`src/rtl/switch_pkg.sv`:
```
// Shared types and defaults for the 2:1 switch merger.
// Port identifiers, packet bundle and a saturating add helper.
package switch_pkg;

  localparam int ADDR_WIDTH_DEF = 8;
  localparam int DATA_WIDTH_DEF = 16;
  localparam logic [ADDR_WIDTH_DEF-1:0] ADDR_DIV_DEF = 8'h3F;
  localparam int FIFO_DEPTH_DEF = 4;

  typedef enum logic {
    PORT_A = 1'b0,
    PORT_B = 1'b1
  } port_e;

  typedef struct packed {
    logic [ADDR_WIDTH_DEF-1:0] addr;
    logic [DATA_WIDTH_DEF-1:0] data;
  } pkt_t;

  // Add 0..3 to an 8-bit counter, clamping at 8'hFF.
  function automatic logic [7:0] sat_add8(
    input logic [7:0] a,
    input logic [1:0] b
  );
    logic [8:0] s;
    s = {1'b0, a} + {7'd0, b};
    return s[8] ? 8'hFF : s[7:0];
  endfunction

endpackage

```
`src/rtl/switch_fifo.sv`:
```
// Synchronous packet FIFO, one per merger input port.
// Pointers carry an extra wrap bit to tell full from empty.
module switch_fifo
  import switch_pkg::*;
#(
  parameter int DEPTH = FIFO_DEPTH_DEF
) (
  input  logic clk,
  input  logic rst,
  input  logic push_i,
  input  pkt_t wdata_i,
  input  logic pop_i,
  output pkt_t rdata_o,
  output logic full_o,
  output logic empty_o
);

  localparam int AW = $clog2(DEPTH);

  logic [AW:0] wptr_q;
  logic [AW:0] rptr_q;
  pkt_t        mem_q [DEPTH];

  logic do_push;
  logic do_pop;

  assign full_o  = (wptr_q[AW] != rptr_q[AW]) &&
                   (wptr_q[AW-1:0] == rptr_q[AW-1:0]);
  assign empty_o = (wptr_q == rptr_q);
  assign do_push = push_i && !full_o;
  assign do_pop  = pop_i && !empty_o;
  assign rdata_o = mem_q[rptr_q[AW-1:0]];

  // Pointer state; reset drops every buffered entry.
  always_ff @(posedge clk or posedge rst) begin
    if (rst) begin
      wptr_q <= '0;
      rptr_q <= '0;
    end else begin
      if (do_push) wptr_q <= wptr_q + (AW+1)'(1);
      if (do_pop)  rptr_q <= rptr_q + (AW+1)'(1);
    end
  end

  // Storage array; contents are meaningless unless pointed at.
  always_ff @(posedge clk) begin
    if (do_push) mem_q[wptr_q[AW-1:0]] <= wdata_i;
  end

endmodule

```
`src/rtl/switch_merge.sv`:
```
// 2:1 merger: round-robin recombination of the A/B streams
// into one registered stream, with misroute counting.
module switch_merge
  import switch_pkg::*;
#(
  parameter int                  ADDR_WIDTH = ADDR_WIDTH_DEF,
  parameter int                  DATA_WIDTH = DATA_WIDTH_DEF,
  parameter logic [ADDR_WIDTH-1:0] ADDR_DIV = ADDR_DIV_DEF,
  parameter int                  FIFO_DEPTH = FIFO_DEPTH_DEF
) (
  input  logic                  clk,
  input  logic                  rst,
  input  logic                  vld_a,
  input  logic [ADDR_WIDTH-1:0] addr_a,
  input  logic [DATA_WIDTH-1:0] data_a,
  output logic                  rdy_a,
  input  logic                  vld_b,
  input  logic [ADDR_WIDTH-1:0] addr_b,
  input  logic [DATA_WIDTH-1:0] data_b,
  output logic                  rdy_b,
  output logic                  vld,
  output logic [ADDR_WIDTH-1:0] addr,
  output logic [DATA_WIDTH-1:0] data,
  output logic                  src,
  input  logic                  rdy,
  output logic [7:0]            err_cnt
);

  logic full_a, full_b;
  logic empty_a, empty_b;
  pkt_t rd_a, rd_b;
  pkt_t wr_a, wr_b;
  logic push_a, push_b;
  logic pop_a, pop_b;

  logic                  vld_q, vld_d;
  logic [ADDR_WIDTH-1:0] addr_q, addr_d;
  logic [DATA_WIDTH-1:0] data_q, data_d;
  port_e                 src_q, src_d;
  port_e                 last_q, last_d;
  logic [7:0]            err_q, err_d;

  port_e sel;
  pkt_t  sel_pkt;
  logic  cand;
  logic  free;
  logic  load;
  logic  mis_a, mis_b;

  // Ready depends on full only; held low while reset is asserted.
  assign rdy_a  = !full_a && !rst;
  assign rdy_b  = !full_b && !rst;
  assign push_a = vld_a && rdy_a;
  assign push_b = vld_b && rdy_b;

  assign wr_a = '{addr: addr_a, data: data_a};
  assign wr_b = '{addr: addr_b, data: data_b};

  switch_fifo #(.DEPTH(FIFO_DEPTH)) u_fifo_a (
    .clk    (clk),
    .rst    (rst),
    .push_i (push_a),
    .wdata_i(wr_a),
    .pop_i  (pop_a),
    .rdata_o(rd_a),
    .full_o (full_a),
    .empty_o(empty_a)
  );

  switch_fifo #(.DEPTH(FIFO_DEPTH)) u_fifo_b (
    .clk    (clk),
    .rst    (rst),
    .push_i (push_b),
    .wdata_i(wr_b),
    .pop_i  (pop_b),
    .rdata_o(rd_b),
    .full_o (full_b),
    .empty_o(empty_b)
  );

  assign cand = !empty_a || !empty_b;
  assign free = !vld_q || rdy;
  assign load = free && cand;

  // Round-robin pick: a lone candidate wins, a tie goes away from last grant.
  always_comb begin
    sel = PORT_A;
    if (!empty_a && !empty_b) begin
      sel = (last_q == PORT_B) ? PORT_A : PORT_B;
    end else if (empty_a) begin
      sel = PORT_B;
    end
  end

  assign sel_pkt = (sel == PORT_A) ? rd_a : rd_b;
  assign pop_a   = load && (sel == PORT_A);
  assign pop_b   = load && (sel == PORT_B);

  assign mis_a = push_a && (addr_a > ADDR_DIV);
  assign mis_b = push_b && (addr_b <= ADDR_DIV);

  // Output register, grant history and misroute counter next state.
  always_comb begin
    vld_d  = vld_q;
    addr_d = addr_q;
    data_d = data_q;
    src_d  = src_q;
    last_d = last_q;
    err_d  = sat_add8(err_q, {1'b0, mis_a} + {1'b0, mis_b});
    if (free) vld_d = cand;
    if (load) begin
      addr_d = sel_pkt.addr;
      data_d = sel_pkt.data;
      src_d  = sel;
      last_d = sel;
    end
  end

  // State registers; reset discards any packet in flight.
  always_ff @(posedge clk or posedge rst) begin
    if (rst) begin
      vld_q  <= 1'b0;
      addr_q <= '0;
      data_q <= '0;
      src_q  <= PORT_A;
      last_q <= PORT_B;
      err_q  <= 8'h00;
    end else begin
      vld_q  <= vld_d;
      addr_q <= addr_d;
      data_q <= data_d;
      src_q  <= src_d;
      last_q <= last_d;
      err_q  <= err_d;
    end
  end

  assign vld     = vld_q;
  assign addr    = addr_q;
  assign data    = data_q;
  assign src     = src_q;
  assign err_cnt = err_q;

endmodule

```
`config.mk`:
```
export PLATFORM = sky130hd
export DESIGN_NAME = switch_merge
export DESIGN_NICKNAME = d
export VERILOG_FILES = /design/src/rtl/switch_pkg.sv /design/src/rtl/switch_fifo.sv /design/src/rtl/switch_merge.sv
export SDC_FILE = /design/constraint.sdc
export NUM_CORES = 1
export LEC_CHECK = 0
export ABC_AREA = 0
export BUFFER_PORTS_ARGS = -buffer_cell sky130_fd_sc_hd__buf_2
export CORE_MARGIN = 4
export CORE_UTILIZATION = 25
export DETAILED_ROUTE_END_ITERATION = 16
export PLACE_DENSITY_LB_ADDON = 0.15
export SYNTH_ARGS = -nofsm -noshare
export SYNTH_HDL_FRONTEND = slang
export SYNTH_HIERARCHICAL = 1
export SYNTH_SLANG_ARGS = --single-unit
```
`constraint.sdc`:
```
create_clock -name clk -period 3.6 [get_ports clk]
set_clock_uncertainty 0.05 [all_clocks]
set_input_delay 1.08 -clock clk [delete_from_list [all_inputs] [get_ports clk]]
set_output_delay 1.08 -clock clk [all_outputs]
set_load 0.005 [all_outputs]
```
**Word level (Yosys, flattened, before mapping)**

Memory sizes are Yosys's and may differ from the RTL's.
Cells that the tools add are included.

- Output and inout port bits: 36
- Input port bits: 53
- Register bits after elaboration: 47
- Bits in writable memories: 192
- Memories kept: 2
- Logic and storage cells: 60

- Magnitude comparators: 2
- Add/subtract/negate cells: 6
- Mux-type cells: 9
- Reductions and logical operators: 24
- Bitwise logic cells: 1
- Equality and inequality tests: 6

Memories:

| memory | depth | width | read ports | clocked after memory_dff | write ports | line | text |
|---|---|---|---|---|---|---|---|
| u_fifo_a.mem_q | 4 | 24 | 1 | 0 | 1 | switch_fifo.sv:22 | `pkt_t mem_q [DEPTH];` |
| u_fifo_b.mem_q | 4 | 24 | 1 | 0 | 1 | switch_fifo.sv:22 |  |

Operators by type and width:

| kind | count |
|---|---|
| 24-bit 2-to-1 mux | 1 |
| 1-bit logical AND | 16 |
| 3-bit by 1-bit adder with 3-bit output, second input constant | 4 |
| 8-bit by 2-bit adder with 9-bit output | 1 |
| 8-bit by 6-bit greater-than comparator with 1-bit output, second input constant | 1 |
| 8-bit by 6-bit less-or-equal comparator with 1-bit output, second input constant | 1 |
| 8-bit 2-to-1 mux | 1 |
| 1-bit 2-to-1 mux | 7 |
| 3-bit == test | 2 |
| 1-bit logical NOT | 6 |
| 2-bit == test | 2 |
| 1-bit by 1-bit adder with 2-bit output | 1 |
| 1-bit logical OR | 2 |
| 1-bit inequality test | 2 |
| 1-bit NOT | 1 |

**Longest topological paths before layout**

- Word-level depth: 9
- Gate-level depth with buffers: 13
- Gate-level depth less buffers: 12

**Modules after synthesis**

Netlist, hierarchy kept.

Modules (own cells, without submodules):

| module | cells each | area each (um2) | seq. area each (um2) | times used |
|---|---|---|---|---|
| switch_fifo | 175 | 3,981.3 | 3,032.9 | 2 |
| switch_merge | 142 | 1,681.6 | 877.1 | 1 |

**Worst setup path before layout**

OpenSTA, ideal clock, no wires.

- Path kind: input to register
- From: in rst
- To: mem u_fifo_b/mem_q[3][0] (netlist name) (enable)
- Buffers on the path: 0
- Required time: 3,156 ps
- Cell stages on the path: 4
- Library setup time: 394 ps
- Arrival: 2,376 ps
- Slack: 779 ps
- Cells stage by stage: nor2_1 > and2_1 > nand2_1 > a31oi_2

- Longest elaborated chain between the ends: 6

RTL lines:

| what | line | text |
|---|---|---|
| start, declared | switch_merge.sv:12 | `input logic rst,` |
| 1-bit logical NOT (no source line) | -- |  |
| 1-bit logical AND | switch_merge.sv:52 | `assign rdy_b = !full_b && !rst;` |
| 1-bit logical AND | switch_merge.sv:54 | `assign push_b = vld_b && rdy_b;` |
| named net push_b | switch_merge.sv:33 | `logic push_a, push_b;` |
| 1-bit logical AND | switch_fifo.sv:30 | `assign do_push = push_i && !full_o;` |
| 1-bit 2-to-1 mux | switch_fifo.sv:47 | `if (do_push) mem_q[wptr_q[AW-1:0]] <= wdata_i;` |
| 1-bit 2-to-1 mux (implied by the code) | switch_fifo.sv:47 |  |
| end, declared | switch_fifo.sv:22 |  |

The timed path passes the listed nets, and every way through them passes these cells.

**Worst setup path in the final report**

- From: reg u_fifo_a.wptr_q[2]
- To: out rdy_a

- Longest elaborated chain between the ends: 4

RTL lines:

| what | line | text |
|---|---|---|
| start, declared | switch_fifo.sv:20 | `logic [AW:0] wptr_q;` |
| start signal, assigned | switch_fifo.sv:40 | `if (do_push) wptr_q <= wptr_q + (AW+1)'(1);` |
| 1-bit inequality test | switch_fifo.sv:27 | `assign full_o = (wptr_q[AW] != rptr_q[AW]) &&` |
| 1-bit logical AND | switch_fifo.sv:27 |  |
| named net full_a | switch_merge.sv:29 | `logic full_a, full_b;` |
| 1-bit logical NOT | switch_merge.sv:51 | `assign rdy_a = !full_a && !rst;` |
| 1-bit logical AND | switch_merge.sv:51 |  |
| end, declared | switch_merge.sv:16 | `output logic rdy_a,` |

The timed path passes the listed nets, and every way through them passes these cells.

==> results by group <==
Global route
  • Number of global-route vias before repair: 5,233
  • Global-route wire length before repair: 33,900 um
  • Maximum number of pins on one net before global-route repair: 30
  • Initial antenna violation count: 2
  • Gr usage total: 10.8%
  • Final global-route overflow total: 0

Floorplanning
  • Count of boundary I/O pins: 89
  • Effective utilization at floorplan: 25.5%
  • Area of the core: 0.0378 sq mm
  • Cell Rows: 71
  • Die width: 204 um
  • Die span in y: 204 um
  • Area of the die: 0.0418 sq mm

Power
  • Power density of the placed cells: 827 mW/mm^2
  • Sequential share of power: 39.9%
  • Internal power summed over all cells: 6.66 mW
  • NetSw: 3.02 mW
  • Logic gate share of total power: 30.4%
  • Overall power consumption: 9.68 mW
  • Switching Share: 31.2%
  • Fraction of power consumed by the clock network: 29.7%
  • Leakage power: 4.14 nW
  • Worst vdd ir: 0.000408 V

Synth
  • Number of warnings reported in the yosys synthesis log: 6
  • Gate count of the mapped netlist: 492
  • Leading cell types by total area after synthesis: sky130_fd_sc_hd__edfxtp_1, sky130_fd_sc_hd__dfrtp_1, sky130_fd_sc_hd__mux4_2
  • Top cell type's share of synthesized area: 59.8%
  • Sequential-to-total area share from yosys stat: 72.0%
  • Synth async-reset ratio: 19.7%
  • Synthesized Nets: 557
  • Count of distinct cell types in the synthesized netlist: 43
  • Most frequently used cell type in the post-synthesis netlist: sky130_fd_sc_hd__edfxtp_1
  • Summed instance area of the synthesized netlist: 0.00964 sq mm
  • Dominant synthesized flop cell: sky130_fd_sc_hd__edfxtp_1
  • Leading post-synthesis cells by instance count: sky130_fd_sc_hd__edfxtp_1, sky130_fd_sc_hd__mux4_2, sky130_fd_sc_hd__dfrtp_1
  • Synthesized area per cell: 19.6 sq um
  • Synth area leader: sky130_fd_sc_hd__edfxtp_1
  • EDFF count, synth: 192
  • Total of flip-flops plus latches after synthesis: 239

Cells and area
  • Share of cells above drive strength 1: 37.5%
  • Sequential Area: 0.00695 sq mm
  • NumNets Final: 676
  • Multi-input logic area: 0.00249 sq mm
  • Number of filler cells placed in the layout: 3,753
  • Area grow syn2layout: 21.4%

Clocking
  • Num CTS Buffers: 27
  • Clock latency reported for the late side of the worst-skew pair: 0.54 ns
  • Total of cells resized after clock tree synthesis: 0
  • Number of buffers on the longest clock path: 3
  • Count of buffers added by post-CTS timing repair for setup: 0
  • TritonCTS clock tree: done
  • H-tree levels: 1
  • Clock transition at the registers of the reported paths: 0.06 ns
  • Number of clock sinks seen by CTS: 239
  • Post-CTS Hold Fix Bufs: 0
  • Root buffer selected by CTS: sky130_fd_sc_hd__clkbuf_16

Timing
  • Top achievable clock speed: 0.338 GHz
  • Setup total negative slack: 0 ns
  • RSZ-0062 raised after global routing: false
  • Number of setup violations in the final report: 0
  • Final-layout worst hold slack: 0.441 ns
  • Post-layout min period: 2.96 ns
  • Worst Max-Slew Pin Slew: 0.991 ns
  • Worst-case headroom to the max-slew limit: 33.9%
  • Final cycle utilization of the critical path: 82.1%
  • Pins Over Slew Limit: 0
  • Number of hold-slack violations in the final timing report: 0

Worst setup path
  • Terminus of the critical flop-to-flop path: addr[1]$_DFFE_PP0P_
  • Worst reg-to-reg path cell count: 7
  • Required time at the worst-slack endpoint: 2.47 ns
  • Kind of end point of the critical path: output port
  • Cell with the biggest individual delay on the critical path: sky130_fd_sc_hd__dfrtp_1
  • Critical path arrival: 1.83 ns
  • Worst path cell trace: xor2_2 -> nand3_2 -> inv_1 -> nor2_1 -> buf_2
  • Setup slack of the most critical reg-to-reg path: 0.66 ns
  • Highest fanout seen on the critical path: 6
  • Highest cell delay on the worst timing path: 0.45 ns
  • Worst flop-to-flop path startpoint: u_fifo_b/rptr_q[1]$_DFFE_PP0P_
  • Kind of start point of the critical path: register
  • Critical path class: reg2out

Worst hold path
  • Hold Path Stages: 1
  • Hold Crit Endpoint: src$_DFFE_PP0P_
  • Hold Path Origin: src$_DFFE_PP0P_
  • Worst min-delay path class: reg2reg

Route
  • Starting DRC count in detailed routing: 254
  • Routed wire per std cell: 19.9 um
  • Total DRC errors in the routed layout: 0
  • Antenna-violating nets left: 0
  • Via-per-instance ratio: 4.39
  • Sum of routed wire length over all layers: 22,800 um
  • Number of detailed-routing iterations run before antenna repair: 4
  • Total number of vias: 5,018

Place
  • Final weighted congestion in routability-driven placement: 0.819
  • DPL Wire Length: 15,400 um
  • Total of buffers placed on input and output ports: 88

Outcome
  • Outcome: finished clean

Flow run
  • Max_cap viols: 0
==> cell type report <==
class | count | area share [%]
Tap cell | 511 | 5.46
Clock inverter | 14 | 1.59
Sequential cell | 239 | 59.3
Inverter | 13 | 0.417
Multi-Input combinational cell | 220 | 21.3
Timing Repair Buffer | 110 | 5.28
Clock buffer | 36 | 6.57
Antenna cell | 1 | 0.0214
==> cells in the final DEF (no fill, tap or decap), types with 9 or more instances in the layout <==
master	instances
sky130_fd_sc_hd__inv_1	13
sky130_fd_sc_hd__buf_4	21
sky130_fd_sc_hd__dfrtp_1	44
sky130_fd_sc_hd__edfxtp_1	192
sky130_fd_sc_hd__a221o_2	9
sky130_fd_sc_hd__buf_2	88
sky130_fd_sc_hd__a21oi_1	14
sky130_fd_sc_hd__clkbuf_16	27
sky130_fd_sc_hd__a221o_1	15
sky130_fd_sc_hd__nand2_1	13
sky130_fd_sc_hd__a21boi_0	23
sky130_fd_sc_hd__ha_1	11
sky130_fd_sc_hd__mux4_2	48
==> cells by family after synthesis <==
| kind of cell | share of synthesized area, % |
|---|---|
| xor+xnor | 2.10 |
| mux | 11.2 |
| simple gates | 3.31 |
| fa+ha+maj | 1.63 |
| buf+inv | 2.15 |
| compound gates | 7.60 |
| flops | 72.0 |
==> metal layers <==
metal,track usage (%),up-vias,share of wire [%]
met5,0,-,0.12
met4,1.84,4,1.3
met3,3.13,23,6.1
met2,17.6,121,48
met1,14.5,2624,44
li1,-,2246,-
==> stage by stage <==
step / cells / setup WS (ns) / util (%) / instance area, sq um
CTS: 1143 / 0.598 / 30.9 / 11700
finish: 1144 / 0.643 / 30.9 / 11700
detailed placement: 1093 / 0.469 / 28.4 / 10700
global route: 1143 / 0.457 / 30.9 / 11700
global placement: 1093 / 0.509 / 28.4 / 10700
floorplan: 492 / 0.779 / - / 9640
==> registers in the layout (all words and copies together), names as in the netlist <==
register,count
u_fifo_b/mem_q,96
last_q,1
u_fifo_a/rptr_q,3
err_cnt,8
data,16
src,1
u_fifo_b/rptr_q,3
vld,1
u_fifo_a/mem_q,96
u_fifo_b/wptr_q,3
u_fifo_a/wptr_q,3
addr,8
==> critical path: cells and delay by family (launching register included) <==
family	cells	cell delay, ns
DFF	1	0.45
buffers and inverters	2	0.23
and+or+nand+nor	2	0.22
xor gates and xnor gates	1	0.39
==> how the worst max path moves through the flow <==
stage	start	endpoint	slack [ns]	depth (start not counted)
2_1_floorplan	rst	u_fifo_b/mem_q[3][0]$_DFFE_PP_	0.78	4
3_3_place_gp	rst	err_cnt[6]$_DFF_PP0_	0.51	10
3_5_place_dp	rst	err_cnt[6]$_DFF_PP0_	0.47	10
4_1_cts	u_fifo_a/wptr_q[1]$_DFFE_PP0P_	rdy_a	0.60	5
5_1_grt	u_fifo_b/rptr_q[1]$_DFFE_PP0P_	data[9]$_DFFE_PP0P_	0.46	7
6_report	u_fifo_a/wptr_q[2]$_DFFE_PP0P_	rdy_a	0.64	5
==> power by group through the flow <==
stage               Clock [mW]  Sequential (mW)  Combinational, mW
floorplan                    0             3.83               2.11
global placement             0             3.89               2.98
CTS                       2.97             3.86               3.03
global route              3.09             3.92               3.24
detailed placement           0             3.91               3.02
finish                    2.87             3.86               2.94
(Power assumes the default switching activity.)
